## src/rtl/spi_ram_burst_pkg.sv

```systemverilog
// Shared definitions for the SPI-attached burst RAM.
// Contents:
//   control_e       - 2-bit command prefix carried in the top bits of each received word
//   DEFAULT_*       - default data width / depth used by the RAM parameters
//   MAX_RD_LATENCY  - upper bound on the configurable read latency
//   next_addr()     - address increment with wrap at the end of the memory
package spi_ram_burst_pkg;

  typedef enum logic [1:0] {
    WR_ADDR = 2'b00,
    WR_DATA = 2'b01,
    RD_ADDR = 2'b10,
    RD_DATA = 2'b11
  } control_e;

  localparam int unsigned DEFAULT_MEM_WIDTH = 8;
  localparam int unsigned DEFAULT_MEM_DEPTH = 256;
  localparam int unsigned MAX_RD_LATENCY    = 4;

  // Depth need not be a power of two, so the wrap is an explicit compare.
  function automatic int unsigned next_addr(input int unsigned addr, input int unsigned depth);
    return (addr == depth - 1) ? 32'd0 : addr + 32'd1;
  endfunction

endpackage

```

## src/rtl/spi_ram_rd_pipe.sv

```systemverilog
// Read-latency pipeline for the SPI burst RAM.
// A valid/data shift register of RD_LATENCY stages; the last stage drives the transmit path.
// Ports:
//   clk, rst_n  - clock and synchronous active-low reset
//   issue       - a read is accepted this cycle
//   issue_data  - memory word for the accepted read
//   tx_valid    - one-cycle pulse when a read leaves the pipeline
//   dout        - read data; holds its last value between pulses
//   busy        - any read in flight
module spi_ram_rd_pipe #(
  parameter int unsigned RD_LATENCY = 1,
  parameter int unsigned MEM_WIDTH  = 8
) (
  input  logic                 clk,
  input  logic                 rst_n,
  input  logic                 issue,
  input  logic [MEM_WIDTH-1:0] issue_data,
  output logic                 tx_valid,
  output logic [MEM_WIDTH-1:0] dout,
  output logic                 busy
);

  logic [RD_LATENCY-1:0] vld_q;
  logic [MEM_WIDTH-1:0]  dat_q [RD_LATENCY];

  // Data only moves along with a valid bit, so the final stage keeps the last read word
  // while no new read arrives.
  always_ff @(posedge clk) begin
    if (!rst_n) begin
      vld_q <= '0;
      for (int i = 0; i < RD_LATENCY; i++) dat_q[i] <= '0;
    end else begin
      vld_q[0] <= issue;
      if (issue) dat_q[0] <= issue_data;
      for (int i = 1; i < RD_LATENCY; i++) begin
        vld_q[i] <= vld_q[i-1];
        if (vld_q[i-1]) dat_q[i] <= dat_q[i-1];
      end
    end
  end

  assign tx_valid = vld_q[RD_LATENCY-1];
  assign dout     = dat_q[RD_LATENCY-1];
  assign busy     = |vld_q;

endmodule

```

## src/rtl/spi_ram_burst.sv

```systemverilog
// Single-port RAM behind the SPI slave with burst addressing and pipelined reads.
// Each received word carries a 2-bit command and a MEM_WIDTH data field.
// Ports:
//   clk, rst_n  - clock and synchronous active-low reset
//   rx_valid    - rx_data holds a command this cycle
//   rx_data     - {command, d_in}
//   tx_valid    - one-cycle pulse, dout holds read data
//   dout        - read data
//   addr_err    - one-cycle pulse: address command out of range
//   seq_err     - one-cycle pulse: data command before any address was loaded
//   busy        - reads in the latency pipeline
module spi_ram_burst
  import spi_ram_burst_pkg::*;
#(
  parameter int unsigned MEM_WIDTH  = DEFAULT_MEM_WIDTH,
  parameter int unsigned MEM_DEPTH  = DEFAULT_MEM_DEPTH,
  parameter int unsigned ADDR_SIZE  = $clog2(MEM_DEPTH),
  parameter int unsigned RD_LATENCY = 1,
  parameter bit          AUTO_INC   = 1'b1
) (
  input  logic                 clk,
  input  logic                 rst_n,
  input  logic                 rx_valid,
  input  logic [MEM_WIDTH+1:0] rx_data,
  output logic                 tx_valid,
  output logic [MEM_WIDTH-1:0] dout,
  output logic                 addr_err,
  output logic                 seq_err,
  output logic                 busy
);

  if (RD_LATENCY < 1 || RD_LATENCY > MAX_RD_LATENCY) begin : g_bad_latency
    $error("spi_ram_burst: RD_LATENCY out of range");
  end

  localparam logic [MEM_WIDTH:0] DEPTH_EXT = (MEM_WIDTH+1)'(MEM_DEPTH);

  control_e             cmd;
  logic [MEM_WIDTH-1:0] d_in;
  logic                 in_range;

  assign cmd      = control_e'(rx_data[MEM_WIDTH+1:MEM_WIDTH]);
  assign d_in     = rx_data[MEM_WIDTH-1:0];
  assign in_range = {1'b0, d_in} < DEPTH_EXT;

  logic [ADDR_SIZE-1:0] wr_addr, wr_addr_d, wr_addr_inc;
  logic [ADDR_SIZE-1:0] rd_addr, rd_addr_d, rd_addr_inc;
  logic                 wr_armed, wr_armed_d;
  logic                 rd_armed, rd_armed_d;
  logic                 addr_err_d, seq_err_d;
  logic                 mem_we;
  logic                 rd_issue;

  logic [MEM_WIDTH-1:0] mem [MEM_DEPTH];

  assign wr_addr_inc = ADDR_SIZE'(next_addr(32'(wr_addr), MEM_DEPTH));
  assign rd_addr_inc = ADDR_SIZE'(next_addr(32'(rd_addr), MEM_DEPTH));

  always_comb begin
    wr_addr_d  = wr_addr;
    rd_addr_d  = rd_addr;
    wr_armed_d = wr_armed;
    rd_armed_d = rd_armed;
    addr_err_d = 1'b0;
    seq_err_d  = 1'b0;
    mem_we     = 1'b0;
    rd_issue   = 1'b0;
    if (rx_valid) begin
      unique case (cmd)
        WR_ADDR: begin
          if (in_range) begin
            wr_addr_d  = ADDR_SIZE'(d_in);
            wr_armed_d = 1'b1;
          end else begin
            addr_err_d = 1'b1;
          end
        end
        WR_DATA: begin
          if (wr_armed) begin
            mem_we = 1'b1;
            if (AUTO_INC) wr_addr_d = wr_addr_inc;
          end else begin
            seq_err_d = 1'b1;
          end
        end
        RD_ADDR: begin
          if (in_range) begin
            rd_addr_d  = ADDR_SIZE'(d_in);
            rd_armed_d = 1'b1;
          end else begin
            addr_err_d = 1'b1;
          end
        end
        RD_DATA: begin
          if (rd_armed) begin
            rd_issue = 1'b1;
            if (AUTO_INC) rd_addr_d = rd_addr_inc;
          end else begin
            seq_err_d = 1'b1;
          end
        end
        default: ;
      endcase
    end
  end

  always_ff @(posedge clk) begin
    if (!rst_n) begin
      wr_addr  <= '0;
      rd_addr  <= '0;
      wr_armed <= 1'b0;
      rd_armed <= 1'b0;
      addr_err <= 1'b0;
      seq_err  <= 1'b0;
    end else begin
      wr_addr  <= wr_addr_d;
      rd_addr  <= rd_addr_d;
      wr_armed <= wr_armed_d;
      rd_armed <= rd_armed_d;
      addr_err <= addr_err_d;
      seq_err  <= seq_err_d;
    end
  end

  // Contents are deliberately not reset.
  always_ff @(posedge clk) begin
    if (mem_we) mem[wr_addr] <= d_in;
  end

  // Asynchronous array read, registered by the first pipeline stage; a write at one edge is
  // therefore visible to a read accepted at the next.
  spi_ram_rd_pipe #(
    .RD_LATENCY(RD_LATENCY),
    .MEM_WIDTH (MEM_WIDTH)
  ) u_rd_pipe (
    .clk       (clk),
    .rst_n     (rst_n),
    .issue     (rd_issue),
    .issue_data(mem[rd_addr]),
    .tx_valid  (tx_valid),
    .dout      (dout),
    .busy      (busy)
  );

endmodule

```

## config.mk

```make
export PLATFORM = sky130hd
export DESIGN_NAME = spi_ram_burst
export DESIGN_NICKNAME = d
export VERILOG_FILES = /design/src/rtl/spi_ram_burst_pkg.sv /design/src/rtl/spi_ram_rd_pipe.sv /design/src/rtl/spi_ram_burst.sv
export SDC_FILE = /design/constraint.sdc
export NUM_CORES = 2
export LEC_CHECK = 0
export CAP_MARGIN = 10
export CELL_PAD_IN_SITES_DETAIL_PLACEMENT = 1
export CELL_PAD_IN_SITES_GLOBAL_PLACEMENT = 2
export CORE_UTILIZATION = 40
export DETAILED_ROUTE_END_ITERATION = 6
export HOLD_SLACK_MARGIN = 0.15
export PLACE_DENSITY_LB_ADDON = 0.12
export SETUP_SLACK_MARGIN = 0.1
export SYNTH_ARGS = -nofsm -noshare
export SYNTH_HDL_FRONTEND = slang
export SYNTH_SLANG_ARGS = --single-unit
```

## constraint.sdc

```tcl
create_clock -name clk -period 5.2 [get_ports clk]
set_clock_uncertainty 0.05 [all_clocks]
set_input_delay 1.3 -clock clk [delete_from_list [all_inputs] [get_ports clk]]
set_output_delay 1.3 -clock clk [all_outputs]
set_load 0.02 [all_outputs]
```

; ---- After elaboration in Yosys (flattened, before gate mapping)
; Memories as Yosys holds them, arrays and structs flattened. A register that Yosys moved wholly into a read port is not among the register bits.
; Cells that the tools add are included.
[classes]
n_eq_ne = 7
shift = 0
n_reduce_logical = 9
order_cmp = 0
n_addsub = 2
muxes = 25
n_mul = 0
n_div = 0
bitwise = 0
[ops]
columns = cell, count
row1 = 2-to-1 mux 8 bit, 7
row2 = case mux 8 bit (2 select lines), 2
row3 = "adder 8 x 1 -> 8 bit, second input constant", 2
row4 = "== test 8 bit, second input constant", 2
row5 = 2-to-1 mux 1 bit, 15
row6 = OR reduction 8 bit, 1
row7 = AND reduction 2 bit, 3
row8 = AND reduction 3 bit, 2
row9 = "== test 2 bit, second input constant", 2
row10 = "inequality test 2 bit, second input constant", 2
row11 = nonzero test 2 bit, 2
row12 = "== test 2 x 1 -> 1 bit, second input constant", 1
row13 = zero test 2 bit, 1
row14 = case mux 1 bit (2 select lines), 1
[totals]
reg_bits = 20
mem_bits_rw = 2056
mem_bits_ro = 0
output_inout_bits = 12
in_bits = 13
n_memories = 2
latch_bits = 0
[mem_list]
columns = name, depth, word_bits, rd, rd_ports_with_merged_regs, wr, line_no
row1 = mem, 256, 8, 1, 1, 1, spi_ram_burst.sv:54  ; logic [MEM_WIDTH-1:0] mem [MEM_DEPTH];
row2 = u_rd_pipe.dat_q, 1, 8, 1, 0, 1, spi_ram_rd_pipe.sv:24  ; logic [MEM_WIDTH-1:0] dat_q [RD_LATENCY];

; ---- Longest topological paths before layout
[depth]
ltp_word = 8
depth_mapped = 12

; ---- Cells and area by module
; Synthesis repeated with hierarchy kept, for this count alone.
[unflattened]
cells_unflattened = 3949
hier_area_um2 = 81232.9
[by_module_without_submodules]
columns = module, area_each_um2, cells_per_inst, instances
row1 = spi_ram_burst, 80901.3, 3929, 1
row2 = spi_ram_rd_pipe, 331.6, 20, 1

; ---- Worst setup path before layout
; OpenSTA, ideal clock, no wires.
[synth_path]
path_type = input to register
start = input port rx_data[9]
end = memory mem[103][0], enable pin
setup_time_ns = 0.370
path_buffers = 4
slack_ns = 1.627
arrival_ns = 3.153
stages = 8
cell_sequence = buf_4 nand2b_1 clkbuf_1 nor2_1 clkbuf_1 nand3_1 clkbuf_1 nor2_1
[synth_via]
elab_chain_len = 5
[synth_rtl]
columns = element, line_no
row1 = "start, declared", spi_ram_burst.sv:24  ; input logic [MEM_WIDTH+1:0] rx_data,
row2 = == test 2 x 1 -> 1 bit, spi_ram_burst.sv:69  ; unique case (cmd)
row3 = 2-to-1 mux 1 bit, spi_ram_burst.sv:69
row4 = 2-to-1 mux 1 bit, spi_ram_burst.sv:68  ; if (rx_valid) begin
row5 = 2-to-1 mux 1 bit, spi_ram_burst.sv:127  ; if (mem_we) mem[wr_addr] <= d_in;
row6 = 2-to-1 mux 1 bit (implied by the code), spi_ram_burst.sv:127
row7 = "end, declared", spi_ram_burst.sv:54
; Every way passes these cells.

==> results_dict.tcl <==
set metrics [dict create \
    route.detailed.drc 0 \
    vias 41800 \
    rr_worst_depth 7 \
    synth_cells 4118 \
    clock_latency_ps 870 \
    cp_common_cell "o22ai_1" \
    fp.dieW_um 454 \
    final_area_um2 92700 \
    powerDensity_nw_per_um2 388 \
    cts_tree "yes" \
    path_clk_slew_ps 60 \
    r2r_slack_ps 1270 \
    avgViaCountPerCell 5.84 \
    post_cts_resized 0 \
    start_util 0.403 \
    place.port_buffers 23 \
    die_area_um2 206000 \
    total_power_mw 36.0 \
    hold_ws_ps 478 \
    regToRegEndpoint "u_rd_pipe.dat_q[0][3]" \
    worstMarginPinSlew_ps 1280 \
    worstPathArrival_ps 4570 \
    synth_ff_type "edfxtp_1" \
    run_status "completed" \
    netlist_area_um2 81700 \
    clock_path_buffers 3 \
    wirelength_um 249000 \
    grt_max_degree 125 \
    drt_pass1_iterations 5 \
    wl_per_cell_um 34.8 \
    cts-root-buf "clkbuf_16" \
    seq_area_frac_synth 0.763 \
    max_stage_delay_ps 1000 \
    crit_path_cell_trace "buf_12 > mux2i_1 > o221ai_1 > o22ai_1 > o21ai_0 > o2111ai_1 > o22ai_1" \
    coreArea_um2 203000 \
    path_delay_family "compound AO/OA/AOI/OAI gates" \
    rsz0062_at_grt "no" \
    final_cell_mix "2056 x edfxtp_1, 375 x mux4_2, 339 x nor2_1, 276 x mux2i_1, 223 x clkbuf_16" \
    grt_pass1_vias 43000 \
    criticalPathCategory "register to register" \
    crit_buf_inv 1 \
    drtIter0Drc 4639 \
    start_kind "register" \
    maxCapViolations 0 \
    place_area_um2 85500 \
    dieHeight_um 454 \
    required_ps 5840 \
    max_freq_mhz 255 \
    antenna_found_initial 13 \
    syn_to_final_growth_pct 13.6 \
    regArea_um2 62300 \
    final_max_slew_viol_count 0 \
    clock_sinks 2084 \
    multiInputGateArea_um2 17700 \
    leakage_nw 28.0 \
    worst_path_max_delay_cell "dfxtp_4" \
    ir_drop_mv 0.344 \
    synth_edf_count 2056 \
    final.setup.tns_ps 0 \
    endpoint "u_rd_pipe.dat_q[0][3]" \
    final_core_util 0.458 \
    finalSetupViolCount 0 \
    gp_congestion 0.882 \
    ios 25 \
    rows 165 \
    min_period_ps 3930 \
    gr-total-overflow 0 \
    ant_nets 0 \
    ys_seq_elements 2084 \
    postCtsHoldBufs 0 \
    nFillCells 18600 \
    drive_above_1_share 0.205 \
    yosys_warnings 0 \
    hold_viol 0 \
    syn_nets 4136 \
    setup.worst_path.end_class "register" \
    syn_area_per_cell_um2 19.8 \
    final_common_cell "edfxtp_1" \
    synth_cell_types 65 \
    dp_hpwl_um 158000 \
    nNetsFinal 4317 \
    path_depth 7 \
    cts_max_level 4 \
    grt_pass1_wl_um 349000 \
    slew_headroom 0.142 \
    cp_max_fo 29 \
    cts_setup_buffers 0 \
    period_share 0.755 \
    numCtsBuffers 220 \
    track_usage 0.243 \
    async_flop_share 0 \
    hp-class "register to register" \
]
[sequential cells by signal (all words and copies together), names as in the netlist, named ones only]
signal,count
rd_addr,8
wr_addr,8
rd_armed,1
seq_err,1
u_rd_pipe.dat_q,8
mem,2048
wr_armed,1
u_rd_pipe.busy,1
[cells in the mapped netlist, types with 33 or more instances]
master,count,share of area
o21ai_0,53,0.0032
buf_2,54,0.0033
o221ai_1,96,0.010
mux2i_1,276,0.034
a21oi_1,78,0.0048
nor3_1,33,0.0020
clkbuf_1,109,0.0050
mux4_2,375,0.10
a22oi_1,44,0.0040
nand2_1,132,0.0061
nand3_1,59,0.0036
edfxtp_1,2056,0.76
o22ai_1,84,0.0064
nor2_1,341,0.016
[worst min path at each step]
stage,start,end,cells after the start
after global placement,wr_armed,wr_armed,1
after detailed placement,wr_armed,wr_armed,1
after CTS,wr_armed,wr_armed,1
after floorplan,wr_armed,wr_armed,1
after global routing,wr_armed,wr_armed,1
final,wr_armed,wr_armed,1
[cell families (layout without fill, tap and decap cells)]
family          count (synthesis)  in the layout  synth area share
flops                        2084           2084             0.763
buf+inv                       264            634            0.0208
simple gates                  637            637            0.0332
fa+ha+maj                       5              5          0.000766
mux                           678            678             0.144
compound gates                449            449            0.0382
other cells                     1              3         0.0000459
[cell type report]
class	count	area share
Sequential cell	2084	0.672
Multi-Input combinational cell	1770	0.191
Clock buffer	263	0.0618
Tap cell	2672	0.0360
Timing Repair Buffer	211	0.0219
Clock inverter	148	0.0166
Inverter	12	0.000540
Antenna cell	2	0.0000540
[routing by layer]
metal  up-vias  track usage  share of wire
met5         -            0              0
met2      1380        0.384           0.47
met3       289       0.0426          0.062
met4         0       0.0639          0.024
li1      17400            -              -
met1     22700        0.349           0.44
[through the flow]
| stage | worst slack, ps | cells |
|---|---|---|
| after floorplan | 1630 | 4118 |
| after global placement | 487 | 6749 |
| after detailed placement | 563 | 6749 |
| after CTS | 1250 | 7160 |
| after global routing | 1080 | 7161 |
| final | 1270 | 7162 |
[power by group]
| part | switching [mW] | internal (mW) | leakage [nW] |
|---|---|---|---|
| clock network | 6.65 | 9.28 | 3.56 |
| registers | 0.0427 | 18.5 | 18.7 |
| logic | 1.06 | 0.519 | 5.73 |
Power figures use the tool's default switching activity.
